<file path="src/rtl/reglist_pkg.sv">
// Shared types and constants for the multi-register transfer sequencer:
// FSM encoding, LR/PC register indices and the register-list popcount.
package reglist_pkg;

  typedef enum logic [1:0] {
    ST_IDLE = 2'd0,
    ST_XFER = 2'd1,
    ST_WB   = 2'd2
  } state_t;

  localparam logic [3:0] LR_IDX      = 4'd14;
  localparam logic [3:0] PC_IDX      = 4'd15;
  localparam int         WORD_BYTES  = 4;
  localparam int         WORD_SHIFT  = $clog2(WORD_BYTES);
  localparam int         LIST_FULL_W = 9;

  function automatic logic [3:0] popcount(input logic [LIST_FULL_W-1:0] v);
    logic [3:0] c;
    c = '0;
    for (int i = 0; i < LIST_FULL_W; i++) c = c + {3'b000, v[i]};
    return c;
  endfunction

endpackage

</file>
<file path="src/rtl/reglist_prio_enc.sv">
// Lowest-set-bit encoder over the pending register list; valid is low when
// the list is empty.
module reglist_prio_enc #(
  parameter int W = 9
) (
  input  logic [W-1:0] vec,
  output logic [3:0]   idx,
  output logic         valid
);

  // NOTE: every output gets a default before the loop so no latch is inferred.
  always_comb begin
    idx   = '0;
    valid = 1'b0;
    // Scan downwards so the lowest set bit is the last one written.
    for (int i = W - 1; i >= 0; i--) begin
      if (vec[i]) begin
        idx   = 4'(i);
        valid = 1'b1;
      end
    end
  end

endmodule

</file>
<file path="src/rtl/reglist_sequencer.sv">
// PUSH/POP/LDM/STM sequencer: one word transfer per accepted memory cycle,
// then a base writeback. Define REGLIST_LRPC_EN to enable list bit 8 (LR/PC).
module reglist_sequencer
  import reglist_pkg::*;
#(
  parameter int ADDR_W     = 32,
  parameter int WORD_BYTES = 4,
  parameter int LIST_W     = 8
) (
  input  logic              clk,
  input  logic              reset,
  input  logic              start,
  input  logic              is_load,
  input  logic [LIST_W-1:0] r_list,
  input  logic              r_extra,
  input  logic [ADDR_W-1:0] base,
  input  logic              mem_ready,
  output logic [ADDR_W-1:0] mem_addr,
  output logic              mem_re,
  output logic              mem_we,
  output logic [3:0]        reg_idx,
  output logic              base_we,
  output logic [ADDR_W-1:0] base_new,
  output logic              pc_load,
  output logic              stall,
  output logic              done
);

  localparam int PL_W  = LIST_W + 1;
  localparam int SHIFT = $clog2(WORD_BYTES);

  state_t            state, state_next;
  logic [PL_W-1:0]   list_in, pend, pend_cleared;
  logic [3:0]        cnt_in, cnt_q, enc_idx;
  logic [ADDR_W-1:0] base_q, addr_q, off_in, off_q;
  logic              is_load_q, enc_valid, start_ok, xfer_on, accept;

`ifdef REGLIST_LRPC_EN
  assign list_in = {r_extra, r_list};
`else
  logic unused_r_extra;
  assign list_in        = {1'b0, r_list};
  assign unused_r_extra = r_extra;
`endif

  assign cnt_in       = popcount(list_in);
  assign off_in       = ADDR_W'(cnt_in) << SHIFT;
  assign off_q        = ADDR_W'(cnt_q) << SHIFT;
  assign start_ok     = (state == ST_IDLE) && start;
  assign xfer_on      = (state == ST_XFER) && enc_valid;
  assign accept       = xfer_on && mem_ready;
  assign pend_cleared = pend & (pend - PL_W'(1));

  reglist_prio_enc #(.W(PL_W)) u_enc (
    .vec   (pend),
    .idx   (enc_idx),
    .valid (enc_valid)
  );

  // NOTE: sequential state uses non-blocking assignments so every register
  // samples pre-edge values regardless of statement order.
  always_ff @(posedge clk) begin
    if (reset) state <= ST_IDLE;
    else       state <= state_next;
  end

  always_comb begin
    state_next = state;
    unique case (state)
      ST_IDLE: if (start) state_next = (cnt_in == 4'd0) ? ST_WB : ST_XFER;
      ST_XFER: if (!enc_valid || (accept && pend_cleared == '0)) state_next = ST_WB;
      ST_WB:   state_next = ST_IDLE;
      default: state_next = ST_IDLE;
    endcase
  end

  always_ff @(posedge clk) begin
    if (reset) begin
      pend      <= '0;
      is_load_q <= 1'b0;
      base_q    <= '0;
      cnt_q     <= '0;
      addr_q    <= '0;
    end else if (start_ok) begin
      pend      <= list_in;
      is_load_q <= is_load;
      base_q    <= base;
      cnt_q     <= cnt_in;
      // Stores pre-decrement so the block lands just below the old base.
      addr_q    <= is_load ? base : base - off_in;
    end else if (accept) begin
      pend      <= pend_cleared;
      addr_q    <= addr_q + ADDR_W'(WORD_BYTES);
    end
  end

  assign mem_addr = xfer_on ? addr_q : '0;
  assign mem_re   = xfer_on && is_load_q;
  assign mem_we   = xfer_on && !is_load_q;
  assign reg_idx  = !xfer_on ? 4'd0 :
                    (enc_idx == 4'(LIST_W)) ? (is_load_q ? PC_IDX : LR_IDX) : enc_idx;
  assign base_we  = (state == ST_WB);
  assign done     = (state == ST_WB);
  assign base_new = (state != ST_WB) ? '0 :
                    is_load_q ? base_q + off_q : base_q - off_q;
  assign stall    = start_ok || (state != ST_IDLE);

`ifdef REGLIST_LRPC_EN
  logic extra_q;

  always_ff @(posedge clk) begin
    if (reset)         extra_q <= 1'b0;
    else if (start_ok) extra_q <= list_in[LIST_W];
  end

  assign pc_load = (state == ST_WB) && is_load_q && extra_q;
`else
  assign pc_load = 1'b0;
`endif

endmodule
</file>
<file path="config.mk">
export PLATFORM = sky130hd
export DESIGN_NAME = reglist_sequencer
export DESIGN_NICKNAME = d
export VERILOG_FILES = /design/src/rtl/reglist_pkg.sv /design/src/rtl/reglist_prio_enc.sv /design/src/rtl/reglist_sequencer.sv
export SDC_FILE = /design/constraint.sdc
export NUM_CORES = 1
export LEC_CHECK = 0
export ABC_AREA = 1
export CAP_MARGIN = 20
export CELL_PAD_IN_SITES_DETAIL_PLACEMENT = 0
export CELL_PAD_IN_SITES_GLOBAL_PLACEMENT = 1
export CORE_MARGIN = 3
export CORE_UTILIZATION = 40
export CTS_CLUSTER_SIZE = 24
export DETAILED_ROUTE_END_ITERATION = 10
export GPL_TIMING_DRIVEN = 0
export PLACE_DENSITY = 0.95
export SLEW_MARGIN = 20
export SYNTH_ARGS = -nofsm -noshare
export SYNTH_HDL_FRONTEND = slang
export SYNTH_SLANG_ARGS = --single-unit
export TNS_END_PERCENT = 100
</file>
<file path="constraint.sdc">
create_clock -name clk -period 13.42 [get_ports clk]
set_input_delay 2.684 -clock clk [delete_from_list [all_inputs] [get_ports clk]]
set_output_delay 2.684 -clock clk [all_outputs]
set_load 0.05 [all_outputs]
</file>
-- Word-level counts from Yosys, hierarchy flattened
Cells that the tools add are included.
- logic and storage cells: 76
- output and inout bits: 74
- flip-flop bits (word level): 80
- mux-type cells: 33
- eq/ne operators: 6
- add/subtract/negate cells: 12
- bitwise logic cells: 1
- reduce and logical (&&, ||, !) cells: 17
- operators by type and width (operator ; number):
    32-bit 2-to-1 mux ; 6
    32-bit by 6-bit subtractor with 32-bit output ; 2
    4-bit 2-to-1 mux ; 11
    32-bit by 3-bit adder with 32-bit output, second input constant ; 1
    32-bit by 6-bit adder with 32-bit output ; 1
    4-bit by 1-bit adder with 4-bit output ; 4
    8-bit 2-to-1 mux ; 2
    1-bit 2-to-1 mux ; 10
    9-bit bitwise AND ; 1
    9-bit zero test ; 1
    9-bit by 1-bit subtractor with 9-bit output, second input constant ; 1
    1-bit logical AND ; 6
    2-bit 2-to-1 mux ; 3
    3-bit by 1-bit adder with 4-bit output ; 1
    4-bit equality test, second input constant ; 1
    4-bit zero test ; 1
    2-bit inequality test, second input constant ; 2
    2-bit one-hot mux with 2 select lines ; 1
    2-bit nonzero test ; 2
    2-bit by 1-bit adder with 3-bit output ; 1
    1-bit by 1-bit adder with 2-bit output ; 1
    2-bit by 1-bit equality test with 1-bit output, second input constant ; 1
    2-bit equality test, second input constant ; 1
    1-bit zero test ; 2
    other kinds (5) ; 6

-- Longest topological paths before layout
Gate-level depths: netlist of the first run.
- depth after elaboration: 15
- mapped depth: 22
- mapped depth without buffers: 22

-- Modules after synthesis
From an unflattened synthesis of the first run, not the netlist that was laid out.
- cells, all modules: 1346
- area, all modules: 7803.7 um^2
- modules (own cells, without submodules) (module ; cells each ; area an instance (um^2) ; times used ; sequential area each (um^2)):
    reglist_sequencer ; 1323 ; 7682.4 ; 1 ; 1601.5
    reglist_prio_enc ; 23 ; 121.4 ; 1 ; 0.0

-- Least setup slack after synthesis of the first run
Ideal clock, no wire load.
- path kind: input-to-reg
- start point: in r_list[0]
- end point: reg addr_q[24]
- cell stages on the path: 21
- path buffers: 0
- setup time: 0.115 ns
- path slack: 7.097 ns
- arrival: 6.208 ns
- path through: inv_1 > fa_1 > fa_1 > fa_1 > inv_1 > ha_1 > fa_1 > xnor2_1 > ha_1 > nand2_1 > nand2_1 > nand2_1 > nand2_1 > nor2_1 > nand2_1 > nor2_1 > nand2_1 > nand2_1 > nand3_1 > nor2_1 > nor2_1
- longest elaborated chain between the ends: 10
- RTL lines (item ; RTL line ; text):
    start: declaration ; reglist_sequencer.sv:14 ; input logic [LIST_W-1:0] r_list,
    1-bit by 1-bit adder with 2-bit output ; reglist_pkg.sv:20 ; for (int i = 0; i < LIST_FULL_W; i++) c = c + {3'b000, v[i]};
    2-bit by 1-bit adder with 3-bit output ; reglist_pkg.sv:20 ;
    3-bit by 1-bit adder with 4-bit output ; reglist_pkg.sv:20 ;
    4-bit by 1-bit adder with 4-bit output (4 in a row) ; reglist_pkg.sv:20 ;
    32-bit by 6-bit subtractor with 32-bit output ; reglist_sequencer.sv:90 ; addr_q <= is_load ? base : base - off_in;
    32-bit 2-to-1 mux ; reglist_sequencer.sv:90 ;
    32-bit 2-to-1 mux ; reglist_sequencer.sv:84 ; end else if (start_ok) begin
    end signal: assignment ; reglist_sequencer.sv:90 ;
    end signal: assignment ; reglist_sequencer.sv:93 ; addr_q <= addr_q + ADDR_W'(WORD_BYTES);
    end: declaration ; reglist_sequencer.sv:35 ; logic [ADDR_W-1:0] base_q, addr_q, off_in, off_q;
Every way passes these cells.
A chain may end at the register's enable or synchronous reset.

-- Worst setup path in the final report of the first run
- start point: in r_list[0]
- end point: reg addr_q[20]
The elaborated chain is that of the path after synthesis.

==> results of run 1 <==
how the worst max path moves through the flow:
stage                     depth (start not counted)    endpoint  startpoint
after floorplan                                  21  addr_q[24]   r_list[0]
after global placement                           22  addr_q[20]   r_list[1]
after detailed placement                         22  addr_q[20]   r_list[0]
after CTS                                        22  addr_q[20]   r_list[0]
after global routing                             21  addr_q[21]   r_list[0]
final                                            22  addr_q[20]   r_list[0]
final cells by class:
type	instances	area (um2)
Multi-Input combinational cell	1011	5000
Clock inverter	7	120
Clock buffer	9	225
Fill cell	1944	8880
Inverter	179	674
Tap cell	229	287
Timing Repair Buffer	117	1170
Sequential cell	80	1600
Buffer	34	191
flip-flops by register name, summed over array words and instances (netlist names):
signal / flops
pend: 9
addr_q: 32
base_q: 32
cnt_q: 4
state: 2
is_load_q: 1
power by group through the flow:
stage          Sequential [mW]  Clock (mW)  Combinational (mW)
2_1_floorplan            0.359           0               0.806
6_report                 0.378       0.287                1.14
4_1_cts                  0.375       0.288                1.13
5_1_grt                  0.388       0.299                1.26
3_3_place_gp             0.379           0                1.11
3_5_place_dp             0.378           0                1.12
metal layers:
| layer | wire length (um) | global-route usage, % | vias to the layer above |
|---|---|---|---|
| li1 | - | - | 4483 |
| met1 | 12000 | 34.6 | 3889 |
| met2 | 12300 | 43.2 | 340 |
| met3 | 1630 | 3.83 | 62 |
| met4 | 972 | 11.0 | 0 |
| met5 | 0 | 0 | - |
cells by family (layout without fill, tap and decap cells):
logic type                 Yosys count  in the layout
AOI/OAI and AO/OA                  247            247
xor gates and xnor gates            16             16
adders and majority gates           45             45
buffers and inverters              213            346
DFF                                 80             80
other                                1              1
and+or+nand+nor                    702            702
worst max-delay path, cell delays in order:
cell,delay [ps]
clkdlybuf4s50_1,470
inv_1,80
fa_1,560
fa_1,430
fa_1,500
inv_1,50
ha_1,190
fa_1,390
xnor2_1,320
ha_1,350
nand2_1,90
nand2_1,60
nand2_1,100
nand2_1,130
nor2_1,160
nand2_1,160
nor2_1,210
nand2_1,80
nand2_1,80
nor2_1,50
nor2_1,110
nor2_1,50
synth_stat cells (11+ instances only):
| cell type | count | area [um2] |
|---|---|---|
| inv_1 | 174 | 653 |
| ha_1 | 39 | 488 |
| nor3_1 | 25 | 125 |
| dfxtp_1 | 80 | 1600 |
| clkbuf_1 | 12 | 45.0 |
| xor2_1 | 12 | 105 |
| nand3_1 | 92 | 460 |
| nand2_1 | 315 | 1180 |
| o21ai_1 | 11 | 55.1 |
| o21ai_0 | 104 | 521 |
| nand4_1 | 16 | 100 |
| nor2_1 | 233 | 875 |
| a21oi_1 | 87 | 435 |
| o22ai_1 | 11 | 68.8 |
stage by stage:
step,power [mW],setup WS [ps],hold slack (ps),std cells,util (%)
floorplan,1.16,7100,425,1304,-
global placement,1.49,6090,438,1649,49.1
detailed placement,1.50,6070,455,1650,49.1
CTS,1.79,6390,473,1666,51.0
global route,1.95,5970,491,1666,51.0
finish,1.80,6380,469,1666,51.0
==> key figures, run 1 <==
Status
  – Status: finished, final reports clean

STA
  – Setup TNS: 0 ps
  – Final hold violations: 0
  – Slew headroom: 54.1%
  – Actual slew at the worst max-slew pin: 688 ps
  – Worst clock skew: 8.98 ps
  – RSZ-0062 raised after global routing: no
  – Setup-failing EPs final: 0
  – Max Fclk: approximately 0.14 GHz
  – Slew Limit Fails: 0
  – Fin crit share: 52.5%
  – Fin crit period: 7040 ps

Synth
  – Synth cell types: 47
  – Post-synthesis cell count: 1304
  – Mapped Nets: around 1.4k
  – Sequential share of the synthesized area: 21.5%
  – Adder-Cell Fraction of Synth Area: 8.15%
  – Post-Synth XOR/XNOR Area: 1.88%
  – Synth warn: 0
  – Post-Synth Simple-Gate Area: 38.8%
  – Ys async rst share: 0%
  – Dominant synthesized flop cell: dfxtp_1
  – Compound-cell area share of the yosys netlist: 18.0%
  – FF+latch count, synth: 80
  – Cell area after synthesis: 7460 um2
  – Number of synthesized flops with an enable pin: 0
  – Largest family of logic cells by synthesized area: simple AND/OR/NAND/NOR gates
  – Synthesized area per cell: between 5 and 6 um2
  – Post-synthesis mux area share: 0%

Final layout
  – Most frequent cells in the layout: nand2_1, nor2_1, inv_1
  – Net count, final: 1523
  – Leading cell type in the layout, fill and taps excluded: nand2_1
  – Synth-to-layout area growth: 24.1%
  – Ant. Diodes: 0
  – Share of cells above drive strength 1: around 3.8%
  – Post-route cell area: 9260 um2

Flow run
  – MaxCap Viol Count: 0

Floorplanning
  – Die W: about 140 um
  – Core Region: 18100 um2
  – Die height: between 100 and 150 um
  – Die ar.: approximately 20000 um2
  – Initial core utilization: 41.1%
  – I/O pin cnt: 120
  – Cell row count: 49

Route
  – Vias: 8774
  – Avg WL per Cell: 16.1 um
  – DR iter-0 viols: between 500 and 600
  – # DRC: 0
  – Final wirelength: 26.8 mm
  – Final ANT Viol Nets: 0
  – First drt pass iteration count: 5
  – Via density: 5.27

Power and ir drop
  – Comb pwr share: 63.1%
  – Sw frac: 52.8%
  – Pwr dens: 195 nW/um2
  – Internal: 0.851 mW
  – Net Sw Power: 0.953 mW
  – P_leak: 3.96 nW
  – Sequential share of power: 20.9%
  – Clock power share: 15.9%
  – Maximum vdd drop: 0.0935 mV

Worst setup path
  – R2r endpoint: addr_q[13]
  – Critical path class: input pin to flip-flop
  – WP data required: 13670 ps
  – Worst setup SP type: input pin
  – R2R Path Start: state[1]
  – Crit. End Element: flip-flop
  – R2r setup slk: about 11000 ps
  – Path depth of the worst reg2reg path: 9
  – CP max FO: 5
  – Crit path DAT: roughly 7300 ps

Placement
  – Placed Area: 8920 um2
  – HPWL Detailed: 21.8 mm
  – Gp weighted congestion: 0.977
  – # port buffers: 116

Clock network
  – Hold buffer count at CTS: 0
  – CTS Sinks: 80
  – CTS tree: yes
  – CTS root buf: clkbuf_16
  – Post-CTS Setup Inserts: 0
  – Worst-Skew Late Latency: about 360 ps
  – H-Tree Depth: 3
  – Cts bufs inserted: 9
  – Clock-pin slew on the worst setup and hold paths: 60 ps
  – Clk buf depth: 2
  – Post-CTS resize count: 0

GRT
  – Total gr overflow: 0
  – Largest net degree at the start of global routing: 15
  – GR Util All Layers: between 20% and 30%
  – First-pass GRT wire length: 42.4 mm
  – Initial antenna violation count: 0
  – Vias in the first global route: between 8k and 9k

Min path
  – HP Class: flip-flop to flip-flop
  – Worst hold path endpoint: base_q[14]
  – Worst hold stages: 2
  – Hold path startpoint: base_q[14]
Note: power is estimated with default switching activity, not from simulation.
==> run 2, diff against run 1 <==
- CORE_UTILIZATION: 40 -> 34
- PLACE_DENSITY: 0.95 -> 0.87
- clock period: 13.42 -> 6.4 ns (I/O delays scaled with it)
==> key figures, run 2 (synthesis results as in run 1) <==
Final layout
  – Final core utilization: between 40% and 50%
  – Top flop regs: addr_q (32), base_q (32), pend (9)
  – Register area: 1600 um2
  – Net count, final: 1523
  – Final cell count without fillers: 1712
  – Ant. Diodes: 0
  – Leading cell type in the layout, fill and taps excluded: nand2_1
  – Area occupied by multi-input gates: 5000 um2
  – Fillers: 2401
  – Synth-to-layout area growth: 24.5%
  – Most frequent cells in the layout: nand2_1, nor2_1, inv_1
  – Share of cells above drive strength 1: 3.83%

Worst setup path
  – Crit path DAT: roughly 6000 ps
  – CP max FO: 4
  – Path depth of the worst reg2reg path: 11
  – WP data required: 6680 ps
  – R2r endpoint: addr_q[22]
  – Critical Path Most Common Cell: nand2_1
  – Slowest stage delay, CP: 530 ps
  – CP max-delay cell: fa_1
  – Critical path class: input pin to flip-flop
  – Critical-path cell list: clkdlybuf4s50_1 > inv_1 > fa_1 > fa_1 > fa_1 > inv_1 > ha_1 > fa_1 > xnor2_1 > ha_1 > nand2_1 > nand2_1 > nor2_1 > nor2_1 > nor2_1 > nand3_1 > nand2_1 > nand2_1 > nand2_1 > nand2_1 > a21oi_1
  – Worst setup SP type: input pin
  – Crit. End Element: flip-flop
  – R2R Path Start: addr_q[2]
  – R2r setup slk: 4330 ps

STA
  – Worst clock skew: 11.6 ps
  – Setup-failing EPs final: 0
  – Slew Limit Fails: 0
  – Slew headroom: 50.4%
  – Final hold violations: 0
  – Max Fclk: 0.176 GHz
  – Hold Slack: 458 ps
  – Fin crit period: 5690 ps
  – RSZ-0062 raised after global routing: no
  – Actual slew at the worst max-slew pin: between 700 and 800 ps
  – Fin crit share: 88.9%
  – Setup TNS: 0 ps

Clock network
  – Clk buf depth: 2
  – Worst-Skew Late Latency: 350 ps
  – Hold buffer count at CTS: 0
  – CTS tree: yes
  – Post-CTS resize count: 0
  – Cts bufs inserted: 9
  – Clock-pin slew on the worst setup and hold paths: 70 ps
  – H-Tree Depth: 3
  – CTS root buf: clkbuf_16
  – CTS Sinks: 80
  – Post-CTS Setup Inserts: 0

Route
  – # DRC: 0
  – First drt pass iteration count: 5
  – Final ANT Viol Nets: 0
  – Final wirelength: 27.8 mm
  – Avg WL per Cell: 16.2 um
  – Via density: just over 5
  – Vias: 8624
  – DR iter-0 viols: a little under 600

Floorplanning
  – Die ar.: 23800 um2
  – Die W: 154 um
  – I/O pin cnt: 120
  – Die height: 154 um
  – Cell row count: 53
  – Core Region: between 20000 and 25000 um2
  – Initial core utilization: between 30% and 40%

Min path
  – Worst hold stages: 2
  – Hold path startpoint: base_q[10]
  – HP Class: flip-flop to flip-flop
  – Worst hold path endpoint: base_q[10]

Placement
  – HPWL Detailed: roughly 23 mm
  – # port buffers: approximately 120
  – Gp weighted congestion: approximately 0.95
  – Cell count after placement: 1696

GRT
  – Largest net degree at the start of global routing: 17
  – Total gr overflow: 0
  – Vias in the first global route: 8379
  – Initial antenna violation count: 0
  – GR Util All Layers: 22.9%
  – First-pass GRT wire length: 43.7 mm

Flow run
  – MaxCap Viol Count: 0

Power and ir drop
  – Tot Pwr: 3.74 mW
  – Maximum vdd drop: 0.197 mV
  – P_leak: 3.96 nW
  – Pwr dens: 402 nW/um2

Status
  – Status: finished, final reports clean
-- run 2: cell count changes in the layout (fill, tap and decap cells not counted), sizes merged --
| cell | before | now |
|---|---|---|
| clkinvlp | 4 | 0 |
| inv | 178 | 182 |
| clkinv | 1 | 3 |
| bufinv | 3 | 1 |
-- run 2: routing by layer --
layer | routed length (um) | global-route usage, %
met1 | 12800 | 30.5
met2 | 12800 | 39.1
met3 | 1390 | 2.39
met4 | 709 | 6.60
met5 | 0 | 0
-- run 2: cell type report --
| cell class | instances | area share [%] |
|---|---|---|
| plain buffers | 34 | 2.06 |
| clock buffers | 9 | 2.42 |
| clock inverters | 7 | 0.943 |
| inverters | 179 | 7.26 |
| multi-input cells | 1011 | 53.8 |
| flip-flops and latches | 80 | 17.2 |
| well taps | 275 | 3.70 |
| repair buffers | 117 | 12.6 |
-- run 2: where the power goes --
group / total (mW) / internal [mW] / switching (mW) / leakage, nW
logic: 2.39 / 0.760 / 1.63 / 3.15
registers: 0.795 / 0.644 / 0.150 / 0.659
clock network: 0.547 / 0.312 / 0.235 / 0.154
-- run 2: critical path: cells and delay by family --
kind	cells	cell delay, ps
AOI/OAI and AO/OA	1	110
buffers and inverters	3	650
and+or+nand+nor	10	1220
adders and majority gates	6	2390
xor gates and xnor gates	1	320
-- run 2: how the worst max path moves through the flow --
stage / to / slack [ps] / startpoint
6_report: addr_q[21] / 710 / r_list[1]
5_1_grt: addr_q[24] / 370 / r_list[1]
4_1_cts: addr_q[21] / 720 / r_list[1]
3_5_place_dp: addr_q[20] / 410 / r_list[1]
3_3_place_gp: addr_q[29] / 480 / r_list[1]
2_1_floorplan: addr_q[24] / 1480 / r_list[0]
-- run 2: through the flow --
step                      instance area, um2  worst slack (ps)
after floorplan                         7460              1480
after global placement                  8970               480
after detailed placement                8980               412
after CTS                               9290               722
after global routing                    9290               365
final                                   9290               708
